### config.mk
export PLATFORM = sky130hd
export DESIGN_NAME = latency_stats_accum_flat
export DESIGN_NICKNAME = d
export VERILOG_FILES = /design/src/rtl/latency_stats_if.sv /design/src/rtl/latency_stats_accum.sv /design/src/flat_wrapper.sv
export SDC_FILE = /design/constraint.sdc
export NUM_CORES = 2
export LEC_CHECK = 0
export BUFFER_PORTS_ARGS = -buffer_cell sky130_fd_sc_hd__buf_4
export CAP_MARGIN = 30
export CORE_ASPECT_RATIO = 0.7
export CORE_UTILIZATION = 49
export DETAILED_ROUTE_END_ITERATION = 16
export GPL_ROUTABILITY_DRIVEN = 0
export PLACE_DENSITY = 0.71
export SYNTH_ARGS = -nofsm -noshare
export SYNTH_HDL_FRONTEND = slang
export SYNTH_SLANG_ARGS = --single-unit
### constraint.sdc
create_clock -name clk -period 3.7 [get_ports clk]
set_input_delay 0.185 -clock clk [delete_from_list [all_inputs] [get_ports clk]]
set_output_delay 0.185 -clock clk [all_outputs]
set_load 0.05 [all_outputs]
### src/rtl/latency_stats_if.sv
// Latency statistics bus: sample input, clear/sweep control, snapshot and
// histogram readout.
//   master : the producer/reader side (drives samples, clear, snap_req, rd addr)
//   slave  : the accumulator (drives busy, snapshot outputs, hist_rd_data)
interface latency_stats_if #(
    parameter int NUM_BINS = 16,
    parameter int CNT_W    = 32
);
    localparam int AW = $clog2(NUM_BINS);

    logic             in_valid;
    logic [63:0]      in_latency;
    logic [63:0]      in_update_id;
    logic             clear;
    logic             busy;
    logic             snap_req;
    logic             snap_valid;
    logic [CNT_W-1:0] snap_count;
    logic [63:0]      snap_min;
    logic [63:0]      snap_max;
    logic [63:0]      snap_sum;
    logic [CNT_W-1:0] snap_gaps;
    logic [CNT_W-1:0] snap_neg;
    logic [CNT_W-1:0] snap_drop;
    logic [AW-1:0]    hist_rd_addr;
    logic [CNT_W-1:0] hist_rd_data;

    modport master (
        output in_valid, in_latency, in_update_id, clear, snap_req, hist_rd_addr,
        input  busy, snap_valid, snap_count, snap_min, snap_max, snap_sum,
               snap_gaps, snap_neg, snap_drop, hist_rd_data
    );

    modport slave (
        input  in_valid, in_latency, in_update_id, clear, snap_req, hist_rd_addr,
        output busy, snap_valid, snap_count, snap_min, snap_max, snap_sum,
               snap_gaps, snap_neg, snap_drop, hist_rd_data
    );
endinterface

### src/rtl/latency_stats_accum.sv
// Latency statistics accumulator.
// Accumulates count/min/max/saturating sum of non-negative latencies, a
// clamped histogram, negative-sample and dropped-sample counts, and update_id
// sequence gaps. Scalar stats are exposed through atomic snapshots; bins are
// read through a registered 1-cycle port.
// Ports:
//   clk   : system clock
//   rst_n : async active-low reset (restarts the histogram sweep)
//   bus   : latency_stats_if slave modport (see interface for signal list)
//
// state   | meaning
// S_SWEEP | zeroing one histogram bin per cycle, busy=1, samples dropped
// S_RUN   | accepting samples
module latency_stats_accum #(
    parameter int NUM_BINS  = 16,
    parameter int BIN_SHIFT = 4,
    parameter int CNT_W     = 32
) (
    input  logic            clk,
    input  logic            rst_n,
    latency_stats_if.slave  bus
);
    localparam int AW = $clog2(NUM_BINS);

    typedef enum logic {S_SWEEP = 1'b0, S_RUN = 1'b1} state_t;

    function automatic logic [CNT_W-1:0] sat_inc(input logic [CNT_W-1:0] v);
        return (&v) ? v : v + CNT_W'(1);
    endfunction

    state_t           state_q, state_d;
    logic [AW-1:0]    ptr_q, ptr_d;
    logic             busy, sweep_en;

    logic [CNT_W-1:0] count_q, count_d, gaps_q, gaps_d, neg_q, neg_d, drop_q, drop_d;
    logic [63:0]      min_q, min_d, max_q, max_d, sum_q, sum_d, last_id_q, last_id_d;
    logic             seen_q, seen_d;

    logic [CNT_W-1:0] bins_q [NUM_BINS];
    logic [CNT_W-1:0] hist_rd_data_q;

    logic             snap_valid_q;
    logic [CNT_W-1:0] snap_count_q, snap_gaps_q, snap_neg_q, snap_drop_q;
    logic [63:0]      snap_min_q, snap_max_q, snap_sum_q;

    logic             take, take_pos, drop_ev;
    logic [63:0]      shifted;
    logic [AW-1:0]    bin_idx;
    logic [64:0]      sum_ext;

    // ---------------- FSM ----------------
    always_ff @(posedge clk or negedge rst_n) begin
        if (!rst_n) begin
            state_q <= S_SWEEP;
            ptr_q   <= '0;
        end else begin
            state_q <= state_d;
            ptr_q   <= ptr_d;
        end
    end

    always_comb begin
        state_d = state_q;
        ptr_d   = ptr_q;
        if (bus.clear) begin
            state_d = S_SWEEP;
            ptr_d   = '0;
        end else if (state_q == S_SWEEP) begin
            ptr_d = ptr_q + AW'(1);
            if (ptr_q == AW'(NUM_BINS - 1)) state_d = S_RUN;
        end
    end

    always_comb begin
        busy     = (state_q == S_SWEEP);
        sweep_en = (state_q == S_SWEEP);
    end

    // ---------------- sample datapath ----------------
    always_comb begin
        take     = bus.in_valid & ~bus.clear & ~busy;
        take_pos = take & ~bus.in_latency[63];
        drop_ev  = bus.in_valid & ~bus.clear & busy;
        shifted  = bus.in_latency >> BIN_SHIFT;
        bin_idx  = (shifted > 64'(NUM_BINS - 1)) ? AW'(NUM_BINS - 1) : shifted[AW-1:0];
        sum_ext  = {1'b0, sum_q} + {1'b0, bus.in_latency};
    end

    always_comb begin
        count_d   = count_q;
        gaps_d    = gaps_q;
        neg_d     = neg_q;
        drop_d    = drop_q;
        min_d     = min_q;
        max_d     = max_q;
        sum_d     = sum_q;
        last_id_d = last_id_q;
        seen_d    = seen_q;
        if (bus.clear) begin
            count_d = '0;
            gaps_d  = '0;
            neg_d   = '0;
            drop_d  = '0;
            min_d   = '1;
            max_d   = '0;
            sum_d   = '0;
            seen_d  = 1'b0;
        end else if (drop_ev) begin
            drop_d = sat_inc(drop_q);
        end else if (take) begin
            if (seen_q && (bus.in_update_id != last_id_q + 64'd1)) gaps_d = sat_inc(gaps_q);
            last_id_d = bus.in_update_id;
            seen_d    = 1'b1;
            if (!take_pos) begin
                neg_d = sat_inc(neg_q);
            end else begin
                count_d = sat_inc(count_q);
                if (bus.in_latency < min_q) min_d = bus.in_latency;
                if (bus.in_latency > max_q) max_d = bus.in_latency;
                sum_d = sum_ext[64] ? '1 : sum_ext[63:0];
            end
        end
    end

    always_ff @(posedge clk or negedge rst_n) begin
        if (!rst_n) begin
            count_q   <= '0;
            gaps_q    <= '0;
            neg_q     <= '0;
            drop_q    <= '0;
            min_q     <= '1;
            max_q     <= '0;
            sum_q     <= '0;
            last_id_q <= '0;
            seen_q    <= 1'b0;
        end else begin
            count_q   <= count_d;
            gaps_q    <= gaps_d;
            neg_q     <= neg_d;
            drop_q    <= drop_d;
            min_q     <= min_d;
            max_q     <= max_d;
            sum_q     <= sum_d;
            last_id_q <= last_id_d;
            seen_q    <= seen_d;
        end
    end

    // Bins carry no reset: the sweep that follows every reset/clear zeroes them.
    always_ff @(posedge clk) begin
        if (sweep_en)      bins_q[ptr_q]   <= '0;
        else if (take_pos) bins_q[bin_idx] <= sat_inc(bins_q[bin_idx]);
    end

    // ---------------- readout ----------------
    always_ff @(posedge clk or negedge rst_n) begin
        if (!rst_n) begin
            hist_rd_data_q <= '0;
            snap_valid_q   <= 1'b0;
            snap_count_q   <= '0;
            snap_gaps_q    <= '0;
            snap_neg_q     <= '0;
            snap_drop_q    <= '0;
            snap_min_q     <= '1;
            snap_max_q     <= '0;
            snap_sum_q     <= '0;
        end else begin
            hist_rd_data_q <= bins_q[bus.hist_rd_addr];
            snap_valid_q   <= bus.snap_req;
            if (bus.snap_req) begin
                snap_count_q <= count_q;
                snap_gaps_q  <= gaps_q;
                snap_neg_q   <= neg_q;
                snap_drop_q  <= drop_q;
                snap_min_q   <= min_q;
                snap_max_q   <= max_q;
                snap_sum_q   <= sum_q;
            end
        end
    end

    assign bus.busy         = busy;
    assign bus.snap_valid   = snap_valid_q;
    assign bus.snap_count   = snap_count_q;
    assign bus.snap_min     = snap_min_q;
    assign bus.snap_max     = snap_max_q;
    assign bus.snap_sum     = snap_sum_q;
    assign bus.snap_gaps    = snap_gaps_q;
    assign bus.snap_neg     = snap_neg_q;
    assign bus.snap_drop    = snap_drop_q;
    assign bus.hist_rd_data = hist_rd_data_q;
endmodule
### src/flat_wrapper.sv
// flat-port wrapper written by rule: the top's interface ports become plain ports
module latency_stats_accum_flat 
#(
    parameter int NUM_BINS  = 16,
    parameter int BIN_SHIFT = 4,
    parameter int CNT_W     = 32
)
  (clk, rst_n, bus_in_valid, bus_in_latency, bus_in_update_id, bus_clear, bus_snap_req, bus_hist_rd_addr, bus_busy, bus_snap_valid, bus_snap_count, bus_snap_min, bus_snap_max, bus_snap_sum, bus_snap_gaps, bus_snap_neg, bus_snap_drop, bus_hist_rd_data);
  latency_stats_if #(.NUM_BINS(NUM_BINS), .CNT_W(CNT_W)) bus_i ();
  input  logic clk;
  input  logic rst_n;
  input wire logic [$bits(bus_i.in_valid)-1:0] bus_in_valid;
  input wire logic [$bits(bus_i.in_latency)-1:0] bus_in_latency;
  input wire logic [$bits(bus_i.in_update_id)-1:0] bus_in_update_id;
  input wire logic [$bits(bus_i.clear)-1:0] bus_clear;
  input wire logic [$bits(bus_i.snap_req)-1:0] bus_snap_req;
  input wire logic [$bits(bus_i.hist_rd_addr)-1:0] bus_hist_rd_addr;
  output wire logic [$bits(bus_i.busy)-1:0] bus_busy;
  output wire logic [$bits(bus_i.snap_valid)-1:0] bus_snap_valid;
  output wire logic [$bits(bus_i.snap_count)-1:0] bus_snap_count;
  output wire logic [$bits(bus_i.snap_min)-1:0] bus_snap_min;
  output wire logic [$bits(bus_i.snap_max)-1:0] bus_snap_max;
  output wire logic [$bits(bus_i.snap_sum)-1:0] bus_snap_sum;
  output wire logic [$bits(bus_i.snap_gaps)-1:0] bus_snap_gaps;
  output wire logic [$bits(bus_i.snap_neg)-1:0] bus_snap_neg;
  output wire logic [$bits(bus_i.snap_drop)-1:0] bus_snap_drop;
  output wire logic [$bits(bus_i.hist_rd_data)-1:0] bus_hist_rd_data;
  assign bus_i.in_valid = bus_in_valid;
  assign bus_i.in_latency = bus_in_latency;
  assign bus_i.in_update_id = bus_in_update_id;
  assign bus_i.clear = bus_clear;
  assign bus_i.snap_req = bus_snap_req;
  assign bus_i.hist_rd_addr = bus_hist_rd_addr;
  assign bus_busy = bus_i.busy;
  assign bus_snap_valid = bus_i.snap_valid;
  assign bus_snap_count = bus_i.snap_count;
  assign bus_snap_min = bus_i.snap_min;
  assign bus_snap_max = bus_i.snap_max;
  assign bus_snap_sum = bus_i.snap_sum;
  assign bus_snap_gaps = bus_i.snap_gaps;
  assign bus_snap_neg = bus_i.snap_neg;
  assign bus_snap_drop = bus_i.snap_drop;
  assign bus_hist_rd_data = bus_i.hist_rd_data;
  latency_stats_accum #(.NUM_BINS(NUM_BINS), .BIN_SHIFT(BIN_SHIFT), .CNT_W(CNT_W)) u_core (.clk(clk), .rst_n(rst_n), .bus(bus_i));
endmodule
# After elaboration in Yosys (flattened, before gate mapping)
# Memory sizes are Yosys's and may differ from the RTL's. A register that Yosys moved wholly into a read port is not among the register bits.
# Index checks and enable logic that the tools add are counted.
[word_totals] ramBits=512 input_bits=137 regBits=711 mem_count=1 word_cells=121
[memory_table] memory="u_core.bins_q" depth=16 width=32 read_ports=2 rd_clocked_by_memory_dff=1 write_ports=1 line="latency_stats_accum.sv:39" source="logic [CNT_W-1:0] bins_q [NUM_BINS];"
[op_classes] bitwise=8 n_mux=50 eq_ne=9 addsub=8 reduce_logical=23 n_lt_le_gt_ge=3
[op_table] op="64-bit 2-to-1 mux" count=15
[op_table] op="32-bit 2-to-1 mux" count=20
[op_table] op="32-bit by 1-bit adder with 32-bit output, second input constant" count=5
[op_table] op="32-bit AND reduction" count=5
[op_table] op="64-bit by 64-bit adder with 65-bit output" count=1
[op_table] op="64-bit by 1-bit adder with 64-bit output, second input constant" count=1
[op_table] op="64-bit > comparator" count=1
[op_table] op="64-bit less-than comparator" count=1
[op_table] op="64-bit inequality test" count=1
[op_table] op="60-bit by 4-bit > comparator with 1-bit output, second input constant" count=1
[op_table] op="32-bit OR reduction" count=1
[op_table] op="4-bit AND reduction" count=5
[op_table] op="4-bit 2-to-1 mux" count=4
[op_table] op="2-bit inequality test, second input constant" count=7
[op_table] op="2-bit nonzero test" count=6
[op_table] op="1-bit 2-to-1 mux" count=11
[op_table] op="3-bit AND reduction" count=2
[op_table] op="4-bit by 1-bit adder with 4-bit output, second input constant" count=1
[op_table] op="1-bit bitwise AND" count=4
[op_table] op="4-bit equality test, second input constant" count=1
[op_table] op="1-bit NOT" count=4
[op_table] op="2-bit AND reduction" count=2
[op_table] op="1-bit logical AND" count=1
[op_table] op="1-bit zero test" count=1

# Depth between registers and ports, before layout
[depth] depth_word=9 depth_mapped=21

# Worst setup path before layout
# Ideal clock, no wire load.
[synth_path] kind="input-to-reg" start="in bus_in_latency[37]" end="mem u_core.bins_q[0][7] (data pin)" slack_ns=-1.832 stages=19 setup_ns=0.327 path_buffers=6 arrival_ns=5.205 required_time_ns=3.373 cell_sequence="or4_1 buf_2 or3_1 or4_1 buf_2 clkbuf_1 buf_2 buf_1 mux2i_1 o211ai_1 o21ai_0 a221oi_1 ha_1 inv_1 or2_2 buf_1 o41ai_4 nor3_1 nor3_1"
[synth_between] elab_chain_cells=6
[synth_lines] element="start: declaration" line="flat_wrapper.sv:13" source="input wire logic [$bits(bus_i.in_latency)-1:0] bus_in_latency;"
[synth_lines] element="60-bit by 4-bit > comparator with 1-bit output *" line="latency_stats_accum.sv:85" source="bin_idx = (shifted > 64'(NUM_BINS - 1)) ? AW'(NUM_BINS - 1) : shifted[AW-1:0];"
[synth_lines] element="4-bit 2-to-1 mux *" line="latency_stats_accum.sv:85"
[synth_lines] element="memory 16 x 32 bit *"
[synth_lines] element="32-bit by 1-bit adder with 32-bit output / 32-bit AND reduction (equally long branches)" line="latency_stats_accum.sv:28" source="return (&v) ? v : v + CNT_W'(1);"
[synth_lines] element="32-bit 2-to-1 mux *" line="latency_stats_accum.sv:28"
[synth_lines] element="32-bit 2-to-1 mux (no source line) *"
[synth_lines] element="end: declaration" line="latency_stats_accum.sv:39"
# Every way passes the cells marked *; elsewhere a longest branch is shown, timed or not.

# Final worst setup path
[layout_path] start="in bus_in_latency[37]" end="mem u_core.bins_q[11][13] (data pin)"
# Same word-level chain as after synthesis.

==> results.py <==
metrics = {
    "outcome": {
        "status": "finished, violations left",
        "violations": "negative setup slack",
    },
    "power_and_ir_drop": {
        "leakage_nw": 34.9,
        "ir_worst_vdd_mv": 0.362,
        "power_density_nw_per_um2": 372,
    },
    "routing": {
        "wirelength_mm": 210,
        "highest_layer": "met5",
        "drcViolationCount": 0,
        "ant_nets": 0,
        "met3_length_mm": 23.1,
        "vias": 50700,
        "drtIter0Drc": 6364,
        "post_drt_wl_per_cell_um": 25.8,
        "wl_met2_mm": 89.4,
        "viasPerCell": 6.22,
        "first_pass_iters": 6,
        "met1Wirelength_mm": 86.2,
    },
    "final_layout": {
        "multi_input_area_um2": 29000,
        "fillers": 9668,
        "nets": 6633,
        "drive_gt1_frac": 0.355,
        "ff_latch_area_um2": 34100,
        "area_delta_synth_final_pct": 27.8,
        "final_area_um2": 81600,
    },
    "yosys": {
        "yosysSeqAreaShare": 0.534,
        "yosys_warnings": 0,
        "syn_avg_cell_area_um2": 12.3,
        "yosysMostFrequentCell": "dfrtp_1",
        "synth_cells": 5211,
        "synth_area_um2": 63900,
        "synth_top_area_frac": 0.241,
        "synthesis.nets": 5547,
        "ys_async_sr_fraction": 0.592,
        "synth-seq-cells": 1255,
        "netlist_top_cells_area": "dfrtp_1 24%, edfxtp_1 24%, mux2_2 7.2%, mux4_2 5.9%, dfstp_2 5.3%",
        "yosysTopAreaCell": "dfrtp_1",
        "synth_edf_count": 512,
        "synthTopCellsByCount": "615 x dfrtp_1, 512 x edfxtp_1, 411 x mux2_2",
        "synth_cell_types": 88,
        "ys.flop_type": "dfrtp_1",
    },
    "worst_setup_path": {
        "path_class": "in2reg",
        "crit_required_ns": 4.22,
        "end_kind": "flop",
        "r2r_start": "u_core.bins_q[5][20]",
        "path_cells": "buf_4 -> or4_4 -> buf_4 -> or3_4 -> or4_4 -> buf_12 -> buf_4 -> a311oi_1 -> a211oi_2 -> or3b_4 -> buf_4 -> or4_4 -> nor4_4 -> buf_4 -> nor4_2 -> buf_4 -> mux2i_4 -> buf_12",
        "rr_worst_depth": 17,
        "cp_common_cell": "buf_4",
        "crit_start": "bus_in_latency[37]",
        "rrSetupSlack_ns": -0.37,
        "startpoint_type": "primary input",
        "max_stage_delay_ns": 0.61,
        "r2r_end": "u_core.bins_q[3][23]",
        "cp.arrival_ns": 4.92,
        "critPathSlowestCell": "or4_4",
        "worstPathMaxFanout": 16,
        "crit_buf_inv": 8,
        "cp_top_family": "simple AND/OR/NAND/NOR gates",
    },
    "sta": {
        "setup-violations-final": 604,
        "hold_ws_ns": 0.0317,
        "worst_pin_slew_ns": 1.23,
        "setup_ws_ns": -0.701,
        "fmax_ghz": 0.227,
        "fin_crit_ns": 4.40,
        "final-hold-violation-count": 0,
        "min_period_over_period": 1.19,
        "maxSlewHeadroom": 0.178,
        "fin_skew_ns": 0.0319,
        "drv_slew": 0,
        "rsz0062_at_grt": "true",
    },
    "grt": {
        "antenna_found_initial": 8,
        "grt_use_total": 0.315,
        "grt_first_pass_wirelength_mm": 314,
        "grt_pass1_vias": 49600,
        "grt_max_degree": 194,
        "overflow": 0,
    },
    "die": {
        "dieArea_um2": 132000,
        "core-area_um2": 129000,
        "die_w_um": 433,
        "die_y_um": 304,
        "io_pins": 491,
        "fp-row-count": 110,
        "initial_core_util": 0.495,
    },
    "cts": {
        "clk_pin_slew_ns": 0.06,
        "numClockSinks": 1255,
        "htree_levels": 3,
        "clock_latency_ns": 0.77,
        "cts_made_buffers": 121,
        "root_buffer": "clkbuf_16",
        "cts_buffer_depth": 3,
        "cts_tree": "built",
    },
    "run": {
        "cap_violations": 0,
    },
    "place": {
        "dp.final_hpwl_mm": 146,
        "postPlaceCellArea_um2": 74900,
        "portBuffers": 490,
    },
    "hold_path": {
        "hold_class": "in2async",
    },
}
==> cell families after synthesis <==
group	synth area share
xor gates and xnor gates	0.0355
AOI/OAI and AO/OA	0.115
muxes	0.142
DFF	0.534
adders and majority gates	0.0391
buffers and inverters	0.0296
and+or+nand+nor	0.104
==> how the worst max path moves through the flow <==
stage / endpoint / slack, ns / depth (start not counted)
2_1_floorplan: u_core.bins_q[0][3] / -1.04 / 19
3_3_place_gp: u_core.bins_q[0][0] / -1.58 / 17
3_5_place_dp: u_core.bins_q[14][14] / -1.64 / 15
4_1_cts: u_core.bins_q[0][13] / -0.53 / 18
5_1_grt: u_core.bins_q[0][13] / -0.67 / 18
6_report: u_core.bins_q[11][13] / -0.70 / 18
==> sequential cells by signal, summed over array words and instances (netlist names), 4 cells and up <==
| name | count |
|---|---|
| u_core.bins_q | 512 |
| u_core.bus.hist_rd_data | 32 |
| u_core.bus.snap_count | 32 |
| u_core.bus.snap_drop | 32 |
| u_core.bus.snap_gaps | 32 |
| u_core.bus.snap_max | 64 |
| u_core.bus.snap_min | 64 |
| u_core.bus.snap_neg | 32 |
| u_core.bus.snap_sum | 64 |
| u_core.count_q | 32 |
| u_core.drop_q | 32 |
| u_core.gaps_q | 32 |
| u_core.last_id_q | 64 |
| u_core.max_q | 64 |
| u_core.min_q | 64 |
| u_core.neg_q | 32 |
| u_core.ptr_q | 4 |
| u_core.sum_q | 64 |
==> worst register-to-register path, delay by kind of cell (launching register included) <==
kind	cells	cell delay, ns
simple gates	5	0.85
buf+inv	7	1.17
compound gates	5	1.53
flops	1	0.39
==> stage by stage <==
| stage | instances | TNS (ns) | setup WS [ns] | utilization | total power [mW] |
|---|---|---|---|---|---|
| floorplan | 5211 | -670.83 | -1.04 | - | 16.2 |
| global placement | 7724 | -752.71 | -1.58 | 0.581 | 17.4 |
| detailed placement | 7724 | -776.60 | -1.64 | 0.581 | 17.5 |
| CTS | 8127 | -210.86 | -0.534 | 0.631 | 30.5 |
| global route | 8141 | -303.17 | -0.670 | 0.633 | 31.2 |
| finish | 8143 | -265.06 | -0.701 | 0.633 | 30.4 |
==> layout by cell type, fill, tap and decap left out, types with 113 or more instances in the layout <==
master	n
a21oi_1	234
buf_12	120
buf_4	989
clkbuf_16	126
dfrtp_1	615
dfstp_2	128
dlygate4sd3_1	129
edfxtp_1	512
ha_1	197
inv_1	179
mux2_2	411
mux4_2	167
nand2_1	219
nand3_1	192
nand4_1	125
nor2_1	367
xnor2_1	113
xor2_1	140
==> where the power goes <==
part / internal, mW / total, mW / switching [mW]
registers: 14.6 / 14.8 / 0.123
clock network: 7.38 / 13.0 / 5.60
logic: 1.07 / 2.61 / 1.54
total: 23.1 / 30.4 / 7.26
==> metal layers <==
layer	global-route usage	vias to the layer above
met5	0	-
met4	0.149	4
met3	0.0835	605
met2	0.452	2919
met1	0.443	25200
li1	-	21900
==> repair_timing <==
action / in CTS / in global routing
endpoints found under the setup margin: 609 / 733
resized for setup: 94 / 34
pin swaps: 38 / 13
hold buffers: 129 / 0
gates cloned: 5 / 1
buffers inserted: 44 / 9
endpoints found under the hold margin: 392 / 0
==> final cells by class <==
cell class	instances	area share
flip-flops and latches	1255	0.418
repair buffers	1269	0.142
multi-input cells	3468	0.355
diodes	6	0.000184
well taps	1736	0.0266
clock inverters	48	0.00674
clock buffers	179	0.0438
inverters	182	0.00837
Note: power is estimated with default switching activity, not from simulation.
